`config.mk`:
```
export PLATFORM = sky130hd
export DESIGN_NAME = ccff_loader
export DESIGN_NICKNAME = d
export VERILOG_FILES = /design/src/rtl/ccff_loader.sv
export SDC_FILE = /design/constraint.sdc
export NUM_CORES = 1
export LEC_CHECK = 0
export BUFFER_PORTS_ARGS = -buffer_cell sky130_fd_sc_hd__buf_2
export CAP_MARGIN = 30
export CORE_MARGIN = 2
export CORE_UTILIZATION = 50
export CTS_CLUSTER_SIZE = 14
export DETAILED_ROUTE_END_ITERATION = 12
export PLACE_DENSITY_LB_ADDON = 0.15
export SKIP_LAST_GASP = 1
export SYNTH_ARGS = -nofsm -noshare
export SYNTH_HDL_FRONTEND = slang
export SYNTH_SLANG_ARGS = --single-unit
```
`constraint.sdc`:
```
create_clock -name prog_clk -period 3.9 [get_ports prog_clk]
set_input_delay 0.78 -clock prog_clk [delete_from_list [all_inputs] [get_ports prog_clk]]
set_output_delay 0.78 -clock prog_clk [all_outputs]
set_load 0.01 [all_outputs]
```
`src/rtl/ccff_loader.sv`:
```
`timescale 1ns/1ps
// Configuration-chain loader: serialises a bitstream into a ccff chain, rotates
// it once to read it back, and compares CRC-16-CCITT of the written and read bits.
module ccff_loader #(
    parameter int CHAIN_LEN = 32,
    parameter int DATA_W    = 8
) (
    input  logic              prog_clk,
    input  logic              pReset,
    input  logic              start,
    input  logic              abort,
    input  logic              s_valid,
    output logic              s_ready,
    input  logic [DATA_W-1:0] s_data,
    output logic              ccff_head,
    output logic              ccff_clk_en,
    input  logic              ccff_tail,
    output logic              busy,
    output logic              done,
    output logic              pass
);

    localparam int WB_W = (DATA_W > 1) ? $clog2(DATA_W + 1) : 1;
    localparam logic [15:0]     LAST_BIT  = 16'(CHAIN_LEN - 1);
    localparam logic [WB_W-1:0] LAST_WBIT = WB_W'(DATA_W - 1);

    typedef enum logic [2:0] {
        IDLE   = 3'd0,
        FETCH  = 3'd1,
        SHIFT  = 3'd2,
        VERIFY = 3'd3,
        CHECK  = 3'd4
    } state_t;

    state_t             state_q, state_d;
    logic [15:0]        bit_cnt_q, bit_cnt_d;
    logic [WB_W-1:0]    wbit_q, wbit_d;
    logic [DATA_W-1:0]  shreg_q, shreg_d;
    logic [15:0]        crc_in_q, crc_in_d;
    logic [15:0]        crc_out_q, crc_out_d;
    logic               done_q, done_d;
    logic               pass_q, pass_d;
    logic               ready_s, clk_en_s, head_s;

    function automatic logic [15:0] crc16_step(input logic [15:0] crc, input logic b);
        logic fb;
        fb = crc[15] ^ b;
        return {crc[14:0], 1'b0} ^ (fb ? 16'h1021 : 16'h0000);
    endfunction

    // Next-state, datapath and output decode
    always_comb begin
        state_d   = state_q;
        bit_cnt_d = bit_cnt_q;
        wbit_d    = wbit_q;
        shreg_d   = shreg_q;
        crc_in_d  = crc_in_q;
        crc_out_d = crc_out_q;
        done_d    = 1'b0;
        pass_d    = pass_q;
        ready_s   = 1'b0;
        clk_en_s  = 1'b0;
        head_s    = 1'b0;
        case (state_q)
            IDLE: begin
                if (start && !abort) begin
                    state_d   = FETCH;
                    bit_cnt_d = 16'd0;
                    wbit_d    = '0;
                    crc_in_d  = 16'hFFFF;
                    crc_out_d = 16'hFFFF;
                    pass_d    = 1'b0;
                end else begin
                    state_d = IDLE;
                end
            end
            FETCH: begin
                ready_s = 1'b1;
                if (s_valid) begin
                    shreg_d = s_data;
                    wbit_d  = '0;
                    state_d = SHIFT;
                end else begin
                    state_d = FETCH;
                end
            end
            SHIFT: begin
                clk_en_s  = 1'b1;
                head_s    = shreg_q[DATA_W-1];
                shreg_d   = shreg_q << 1;
                bit_cnt_d = bit_cnt_q + 16'd1;
                wbit_d    = wbit_q + WB_W'(1);
                crc_in_d  = crc16_step(crc_in_q, shreg_q[DATA_W-1]);
                // Chain-full wins over word-empty: leftover LSBs of the last word are dropped
                if (bit_cnt_q == LAST_BIT) begin
                    state_d   = VERIFY;
                    bit_cnt_d = 16'd0;
                end else if (wbit_q == LAST_WBIT) begin
                    state_d = FETCH;
                end else begin
                    state_d = SHIFT;
                end
            end
            VERIFY: begin
                clk_en_s  = 1'b1;
                head_s    = ccff_tail;
                crc_out_d = crc16_step(crc_out_q, ccff_tail);
                bit_cnt_d = bit_cnt_q + 16'd1;
                if (bit_cnt_q == LAST_BIT) begin
                    state_d   = CHECK;
                    bit_cnt_d = 16'd0;
                end else begin
                    state_d = VERIFY;
                end
            end
            CHECK: begin
                pass_d  = (crc_in_q == crc_out_q);
                done_d  = 1'b1;
                state_d = IDLE;
            end
            default: begin
                state_d = IDLE;
            end
        endcase
        // Abort is gated combinationally so the chain sees no edge in the abort cycle
        if (abort && (state_q != IDLE)) begin
            state_d  = IDLE;
            done_d   = 1'b1;
            pass_d   = 1'b0;
            ready_s  = 1'b0;
            clk_en_s = 1'b0;
            head_s   = 1'b0;
        end else begin
            done_d = done_d;
        end
    end

    // State and datapath registers
    always_ff @(posedge prog_clk) begin
        if (pReset) begin
            state_q   <= IDLE;
            bit_cnt_q <= 16'd0;
            wbit_q    <= '0;
            shreg_q   <= '0;
            crc_in_q  <= 16'hFFFF;
            crc_out_q <= 16'hFFFF;
            done_q    <= 1'b0;
            pass_q    <= 1'b0;
        end else begin
            state_q   <= state_d;
            bit_cnt_q <= bit_cnt_d;
            wbit_q    <= wbit_d;
            shreg_q   <= shreg_d;
            crc_in_q  <= crc_in_d;
            crc_out_q <= crc_out_d;
            done_q    <= done_d;
            pass_q    <= pass_d;
        end
    end

    assign s_ready     = ready_s & ~pReset;
    assign ccff_clk_en = clk_en_s & ~pReset;
    assign ccff_head   = head_s & clk_en_s & ~pReset;
    assign busy        = (state_q != IDLE);
    assign done        = done_q;
    assign pass        = pass_q;

endmodule

```
==> results.md, run 1 <==
- Peak VDD IR: 0.271 mV
- Overflow after GRT: 0
- Share of cells above drive strength 1: 0.129
- Worst R2R Setup Slack: 1.65 ns
- Clock sink count: 65
- Final Cycle Share: 0.708
- Worst-Skew Late Latency: 0.34 ns
- First-pass GRT wire length: 11000 um
- Sequential share of power: 0.499
- Gate power share: 0.076
- Largest net degree at the start of global routing: 35
- DRT Wirelength: 6700 um
- Vias in the first global route: 2286
- Worst clock skew: 0.00760 ns
- Die Y: 81.6 um
- Switching power: 357 uW
- Total Neg Setup Slack: 0 ns
- Yosys warns: 0
- Crit path time final: 2.76 ns
- Cell family with the largest share of critical-path delay: simple AND/OR/NAND/NOR gates
- Slowest-stage cell, CP: dfxtp_1
- Finished Core Util: 0.563
- # fillers: 554
- Vias per Instance: 5.90
- Asr flop ratio synth: 0
- Nets: 376
- Mapped Cells: 350
- Number of post-CTS setup repair buffers: 0
- Synthesized area: 3010 sq um
- Initial antenna violation count: 0
- Clock buffer depth: 2
- Reg-to-reg endpoint: bit_cnt_q[12]
- CP startpoint: state_q[2]
- Max Cap Viol: 0
- CP required: 3.12 ns
- Row count: 28
- Seq/Total Area, Yosys: 0.432
- Crit. End Element: primary output
- Number of synthesized flops with an enable pin: 0
- Iteration-0 DRC count of the detailed router: 184
- Via count: 2598
- Synthesized net count: 366
- Initial Util: 0.512
- Internal Power: 1.01 mW
- DRC Markers: 0
- Worst setup SP type: flip-flop
- H-Tree Depth: 3
- PortBufs: 19
- PD cells: 414 nW/um^2
- CP bufs+invs: 1
- Synth Register Bits: 65
- DP Wirelength: 4510 um
- Critical setup path kind: reg -> out
- Core Footprint: 5890 sq um
- Die W: 81.6 um
- Max stage delay on crit path: 0.48 ns
- Hold Fails Final Rpt: 0
- RSZ-0062 raised after global routing: no
- Most common cell after layout, fill and taps aside: dfxtp_1
- Status: finished clean
- Slew Viols, Final: 0
- Root buf cell: clkbuf_8
- Slew @ Worst Pin: 0.955 ns
- Routed length per instance: 15.2 um
- Layout area overhead: 10.0%
- Switching Share: 0.260
- Worst-path clk slew: 0.07 ns
- Clock share of power: 0.425
- Hold depth: 2
- Max FO, Critical Path: 14
- CTS tree: yes
- F_max: 362 MHz
- Post-cts sizing count: 0
- Iteration count of the initial detailed-routing pass: 5
- Residual antenna-violating net count after detailed routing: 0
- Hold Crit Class: reg -> reg
- RePlAce Congestion: 0.840
- Hold_buf cts: 0
- Most frequent cells in the layout: dfxtp_1, nand2_1, o22ai_1
- Ant diodes: 0
- Leak: 1.12 nW
- Relative slew slack: 0.363
- Total track usage: 0.215
- Num ports: 20
- Predominant post-synthesis flop cell: dfxtp_1
- Total CTS buffers: 9
- Die ar.: 6660 sq um
- WHS: 0.481 ns
- Reg-to-Reg Start: bit_cnt_q[0]
- Arr. time, crit path: 1.98 ns
- Post-Syn Area per Cell: 8.61 sq um
- Hold Crit Start: shreg_q[6]
- Distinct cells, synth: 51
- CP cell instances: or3_4 > a21o_1 > nor2_1 > and2_1 > buf_2
- Hold Path End: shreg_q[7]
- Setup Viol. Count Final: 0
- Reg2Reg Depth: 6
==> metal layers <==
layer / global-route usage / vias up / share of wire
li1: - / 1314 / -
met1: 0.299 / 1235 / 0.49
met4: 0.0783 / 0 / 0.0085
met2: 0.322 / 45 / 0.46
met5: 0 / - / 0
met3: 0.0549 / 4 / 0.038
==> stage by stage <==
stage	total power, mW	cells	area, sq um	setup slack, ns
global placement	0.802	423	3110	1.35
global route	1.43	440	3320	0.990
floorplan	0.776	350	3010	1.81
detailed placement	0.803	423	3110	1.33
CTS	1.38	439	3310	1.14
finish	1.37	440	3320	1.14
==> final cells by class <==
class | instances | area, sq um | area share
inverter | 5 | 18.8 | 0.00566
sequential | 65 | 1300 | 0.392
timing repair buffer | 23 | 125 | 0.0377
clock buffer | 9 | 124 | 0.0374
multi-input combinational | 256 | 1570 | 0.475
tap | 75 | 93.8 | 0.0283
clock inverter | 7 | 78.8 | 0.0238
==> sequential cells by signal, indices dropped and copies added, names as in the netlist <==
| signal | flops |
|---|---|
| bit_cnt_q | 16 |
| crc_in_q | 16 |
| crc_out_q | 16 |
| shreg_q | 8 |
| wbit_q | 4 |
| state_q | 3 |
| done | 1 |
| pass | 1 |
==> power groups by stage <==
stage               logic [mW]  clock network (mW)  registers (mW)
floorplan               0.0819                   0           0.694
global placement         0.102                   0           0.700
detailed placement       0.103                   0           0.700
CTS                      0.103               0.596           0.685
global route             0.116               0.625           0.687
finish                   0.104               0.583           0.685
==> cell families after synthesis <==
kind of cell | count (synthesis) | share of synthesized area
AOI/OAI and AO/OA | 87 | 0.195
xor gates and xnor gates | 25 | 0.0727
adders and majority gates | 2 | 0.00830
buffers and inverters | 29 | 0.0457
DFF | 65 | 0.432
muxes | 3 | 0.0104
and+or+nand+nor | 139 | 0.236
==> synth_stat cells, types with 3 or more instances <==
cell type,number,area (sq um)
and4_1,6,52.6
a311oi_1,8,70.1
dfxtp_1,65,1300
xnor2_1,10,87.6
nor2_1,22,82.6
nand2_1,57,214
nand4_1,5,31.3
inv_1,4,15.0
nor2b_1,3,18.8
a41oi_1,3,26.3
a31oi_1,12,75.1
nor4_1,5,31.3
buf_2,7,35.0
nand2b_1,3,18.8
nor3_1,7,35.0
o22ai_1,34,213
a21oi_1,10,50.1
clkbuf_1,12,45.0
xor2_1,15,131
o31ai_1,3,22.5
o21a_1,3,22.5
nand3b_1,4,30.0
o21ai_0,4,20.0
or4_1,3,22.5
nand3_1,12,60.1
==> worst max-delay path by stage <==
stage / slack [ns] / to / depth (start not counted)
floorplan: 1.81 / ccff_head / 4
global placement: 1.35 / ccff_clk_en / 5
detailed placement: 1.33 / ccff_clk_en / 5
CTS: 1.14 / ccff_clk_en / 5
global route: 0.99 / ccff_clk_en / 5
finish: 1.14 / ccff_clk_en / 5
==> worst min-delay path, cell delays in order (launching register included) <==
cell      delay [ns]
dfxtp_1         0.32
nand2_1         0.05
a311oi_1        0.07
Power figures use the tool's default switching activity.
==> run 2, diff against run 1 <==
==> constraint.sdc (replaced) <==
create_clock -name prog_clk -period 2.2 [get_ports prog_clk]
set_input_delay 0.44 -clock prog_clk [delete_from_list [all_inputs] [get_ports prog_clk]]
set_output_delay 0.44 -clock prog_clk [all_outputs]
set_load 0.01 [all_outputs]
==> results.md, run 2 (same netlist as run 1, synthesis figures left out) <==
- Die Y: 81.6 um
- Die ar.: 6660 sq um
- Num ports: 20
- Hold depth: 3
- Leak: 1.19 nW
- Hold Path End: shreg_q[4]
- Reg-to-Reg Start: state_q[2]
- Setup Viol. Count Final: 0
- Reg-to-reg endpoint: bit_cnt_q[6]
- Slew @ Worst Pin: 0.747 ns
- DP Wirelength: 4750 um
- DR WL met3: 222 um
- RePlAce Congestion: 0.848
- Share of cells above drive strength 1: 0.170
- Worst clock skew: 0.0117 ns
- Iteration count of the initial detailed-routing pass: 5
- WHS: 0.355 ns
- Most common cell after layout, fill and taps aside: dfxtp_1
- Finished Core Util: 0.587
- Hold Fails Final Rpt: 0
- Vias per Instance: 5.90
- Routed length per instance: 15.3 um
- Largest net degree at the start of global routing: 33
- Worst-path clk slew: 0.08 ns
- Hold Crit Class: in -> reg
- Most frequent cells in the layout: dfxtp_1, nand2_1, o22ai_1
- Iteration-0 DRC count of the detailed router: 176
- Slew Viols, Final: 0
- Max stage delay on crit path: 0.39 ns
- Ant diodes: 0
- Overflow after GRT: 0
- Total CTS buffers: 9
- DRC Markers: 0
- First-pass GRT wire length: 11600 um
- Worst setup SP type: flip-flop
- Nets: 388
- Initial Util: 0.512
- Placed cell area: 3200 sq um
- PortBufs: 19
- Layout area overhead: 14.6%
- Reg2Reg Depth: 5
- Clock buffer depth: 2
- Crit path time final: 2.13 ns
- Met2 WL: 3200 um
- Critical setup path kind: reg -> out
- Initial antenna violation count: 0
- Crit. End Element: primary output
- Highest routed layer: met4
- # fillers: 524
- DRT Wirelength: 6900 um
- H-Tree Depth: 3
- Via count: 2666
- CP required: 1.76 ns
- Root buf cell: clkbuf_8
- Die W: 81.6 um
- Reg area: 1300 sq um
- Final Cycle Share: 0.970
- Relative slew slack: 0.500
- Top flop regs: bit_cnt_q x16, crc_in_q x16, crc_out_q x16
- RSZ-0062 raised after global routing: no
- Status: finished clean
- Area occupied by multi-input gates: 1590 sq um
- Peak VDD IR: 0.557 mV
- CP cell instances: or3_4 > a21o_4 > nor3_2 > buf_2
- Core Footprint: 5890 sq um
- PD cells: 743 nW/um^2
- Worst R2R Setup Slack: 0.19 ns
- Total track usage: 0.229
- Wl on met1: 3350 um
- Total Neg Setup Slack: 0 ns
- Hold Crit Start: s_data[4]
- Slowest-stage cell, CP: or3_4
- Row count: 28
- Max Cap Viol: 0
- Final Cell Area: 3450 sq um
- Vias in the first global route: 2417
- Worst-Skew Late Latency: 0.35 ns
- CTS tree: yes
- Residual antenna-violating net count after detailed routing: 0
- Arr. time, crit path: 1.69 ns
- F_max: 469 MHz
- Clock sink count: 65
- Max FO, Critical Path: 6
## run 2: cell count changes in the layout (fill, tap and decap cells not counted), sizes merged
cell      previous run  this run
bufinv               1         2
clkinvlp             0         1
clkinv               5         3
buf                 23        35
## run 2: per-layer routing
metal,vias up,global-route usage
met5,-,0
met4,0,0.105
met3,12,0.0429
met2,53,0.343
met1,1262,0.320
li1,1339,-
## run 2: worst max-delay path by stage
stage                      start       endpoint
global placement           abort      wbit_q[0]
global route          state_q[0]        s_ready
finish                state_q[2]      ccff_head
floorplan           bit_cnt_q[0]  bit_cnt_q[14]
detailed placement         abort  crc_out_q[11]
CTS                   state_q[1]    ccff_clk_en
## run 2: area by class of cell
type | instances | area share
Tap cell | 75 | 0.0272
Clock inverter | 7 | 0.0297
Inverter | 5 | 0.00544
Timing Repair Buffer | 35 | 0.0623
Sequential cell | 65 | 0.378
Clock buffer | 9 | 0.0359
Multi-Input combinational cell | 256 | 0.462
## run 2: critical path: cells and delay by family (launching register included)
family                 cells  cell delay, ns
and+or+nand+nor            2            0.61
buffers and inverters      1            0.16
AOI/OAI and AO/OA          1            0.25
DFF                        1            0.32
## run 2: power by group
| group | internal (mW) | switching (mW) |
|---|---|---|
| sequential | 1.19 | 0.0156 |
| clock | 0.649 | 0.502 |
| combinational | 0.0797 | 0.125 |
| total | 1.92 | 0.643 |
## run 2: repair_timing
action,4_1_cts,5_1_grt
gates resized for setup,4,3
hold buffers,0,0
pin swaps,0,1
setup buffers,0,0
endpoints found under the setup margin,3,2
## run 2: per-stage QoR
| stage | total power, mW | worst slack (ns) | cells |
|---|---|---|---|
| global placement | 1.43 | 0.224 | 436 |
| detailed placement | 1.44 | 0.209 | 436 |
| global route | 2.67 | 0.00528 | 452 |
| CTS | 2.59 | 0.00920 | 452 |
| finish | 2.57 | 0.0656 | 452 |
| floorplan | 1.38 | 0.442 | 350 |
==> run 3, diff against run 2 <==
--- a/config.mk
+++ b/config.mk
@@ -5,6 +5,7 @@
 export SDC_FILE = /design/constraint.sdc
 export NUM_CORES = 1
 export LEC_CHECK = 0
+export ABC_AREA = 1
 export BUFFER_PORTS_ARGS = -buffer_cell sky130_fd_sc_hd__buf_2
 export CAP_MARGIN = 30
 export CORE_MARGIN = 2
==> results.md, run 3 <==
- RSZ-0062 raised after global routing: no
- Row count: 29
- Total Neg Setup Slack: 0 ns
- Hold depth: 3
- Crit path time final: 2.00 ns
- Die W: 85.0 um
- Leak: 1.60 nW
- Total CTS buffers: 9
- RePlAce Congestion: 0.858
- Most common cell in the netlist: nand2_1
- Commonest cells in the netlist: nand2_1, dfxtp_1, inv_1, nor2_1, nand3_1
- First-pass GRT wire length: 12300 um
- Vias per Instance: 5.34
- Worst-Skew Late Latency: 0.33 ns
- Arr. time, crit path: 1.56 ns
- Global Route met1 Usage: 0.276
- Synth area leader: dfxtp_1
- Hold Path End: shreg_q[0]
- Core Footprint: 6350 sq um
- Vias in the first global route: 2784
- Max Cap Viol: 0
- Worst setup SP type: flip-flop
- Critical setup path kind: reg -> out
- Peak VDD IR: 0.437 mV
- Die Y: 85.0 um
- Initial antenna violation count: 0
- Hold Crit Class: in -> reg
- Slew Viols, Final: 0
- GRT busiest layer: met2
- Status: finished clean
- Hold Fails Final Rpt: 0
- Mapped Cells: 472
- Reg-to-reg endpoint: shreg_q[4]
- Num ports: 20
- CTS tree: yes
- Finished Core Util: 0.557
- Die ar.: 7220 sq um
- Cell family with the largest share of critical-path delay: flip-flops
- Most common cell after layout, fill and taps aside: nand2_1
- Top flop regs: bit_cnt_q x16, crc_in_q x16, crc_out_q x16
- Root buf cell: clkbuf_8
- Worst-path clk slew: 0.07 ns
- Synthesized net count: 488
- Predominant post-synthesis flop cell: dfxtp_1
- Total track usage: 0.210
- Worst R2R Setup Slack: 0.48 ns
- Distinct cells, synth: 37
- Reg-to-Reg Start: state_q[1]
- PD cells: 642 nW/um^2
- Most frequent cells in the layout: nand2_1, dfxtp_1, inv_1
- Via count: 3037
- Worst clock skew: 0.00657 ns
- Largest net degree at the start of global routing: 43
- F_max: 499 MHz
- DP Wirelength: 4940 um
- Ant diodes: 0
- Reg2Reg Depth: 6
- Met2 usage in global routing: 0.335
- Residual antenna-violating net count after detailed routing: 0
- Post-Syn Area per Cell: 6.94 sq um
- Slew @ Worst Pin: 0.437 ns
- Layout area overhead: 8.02%
- Nets: 506
- Synth area leaders: dfxtp_1, nand2_1, o22ai_1, inv_1, nand3_1
- H-Tree Depth: 3
- Yosys warns: 0
- Synth Register Bits: 65
- DRT Wirelength: 6990 um
- Clock sink count: 65
- Iteration-0 DRC count of the detailed router: 160
- Placed cell area: 3390 sq um
- Iteration count of the initial detailed-routing pass: 4
- Yosys top cell area share: 0.397
- GR Util met3: 0.0438
- Share of cells above drive strength 1: 0.126
- Initial Util: 0.516
- Max FO, Critical Path: 5
- Number of synthesized flops with an enable pin: 0
- Asr flop ratio synth: 0
- CP required: 1.76 ns
- Max stage delay on crit path: 0.47 ns
- Clock buffer depth: 2
- Slowest-stage cell, CP: dfxtp_1
- Setup Viol. Count Final: 0
- Hold Crit Start: s_data[0]
- Crit. End Element: primary output
- PortBufs: 19
- CP bufs+invs: 2
- Relative slew slack: 0.708
- Final Cycle Share: 0.911
- Final Cell Area: 3540 sq um
- DRC Markers: 0
- Hold_buf cts: 0
- Routed length per instance: 12.3 um
- Synthesized area: 3280 sq um
- Overflow after GRT: 0
- CP cell instances: inv_2 > nand2_4 > nor2_4 > o21ai_1 > nor2_1 > buf_2
- Seq/Total Area, Yosys: 0.397
run 3: cell types whose count changed in the layout (fill, tap and decap cells not counted), moves of 13 or more:
cell	previous run	this run
buf_4	16	3
nor2_1	21	41
inv_1	4	42
nand3_1	12	31
nand2_1	57	145
xor2_1	15	2
o21ai_0	4	18
run 3: tightest hold or removal path: stages:
cell,delay (ns)
buf_2,0.09
nand2_1,0.05
a21oi_1,0.06
run 3: worst max-delay path by stage:
stage	startpoint	endpoint	cells past startpoint
floorplan	state_q[1]	ccff_head	5
global placement	state_q[0]	s_ready	6
detailed placement	state_q[0]	s_ready	6
CTS	state_q[1]	ccff_head	5
global route	state_q[0]	s_ready	6
finish	state_q[0]	s_ready	6
run 3: stage by stage:
stage | power, mW | instances | hold WS [ns] | setup WS (ns)
5_1_grt | 2.39 | 569 | 0.355 | 0.0775
2_1_floorplan | 1.42 | 472 | 0.439 | 0.504
4_1_cts | 2.30 | 569 | 0.353 | 0.170
6_report | 2.27 | 569 | 0.365 | 0.195
3_5_place_dp | 1.47 | 556 | 0.460 | 0.359
3_3_place_gp | 1.47 | 556 | 0.468 | 0.375
run 3: what timing repair did:
item                                    4_1_cts  5_1_grt
setup buffers                                 0        0
endpoints found under the setup margin        1        0
gates resized for setup                       1        0
run 3: cells by family after synthesis:
| group | synth area share |
|---|---|
| XOR/XNOR | 0.0187 |
| AO/OA/AOI/OAI | 0.143 |
| AND/OR/NAND/NOR | 0.339 |
| buffers and inverters | 0.0939 |
| flip-flops | 0.397 |
| adder cells (fa/ha/maj) | 0.00764 |
run 3: area by class of cell:
cell class	instances	area (sq um)
Inverter	53	206
Multi-Input combinational cell	339	1670
Tap cell	77	96.3
Fill cell	638	2810
Clock inverter	1	5.00
Sequential cell	65	1300
Timing Repair Buffer	22	118
Clock buffer	12	145
run 3: where the power goes:
part	internal, mW	total [mW]	leakage (nW)	switching, mW
Clock	0.420	0.832	0.0782	0.412
Combinational	0.0695	0.222	0.993	0.153
Sequential	1.20	1.22	0.527	0.0187
run 3: routing by layer:
layer / up-vias / share of wire
li1: 1578 / -
met1: 1383 / 0.48
met2: 60 / 0.46
met3: 16 / 0.045
met4: 0 / 0.019
met5: - / 0
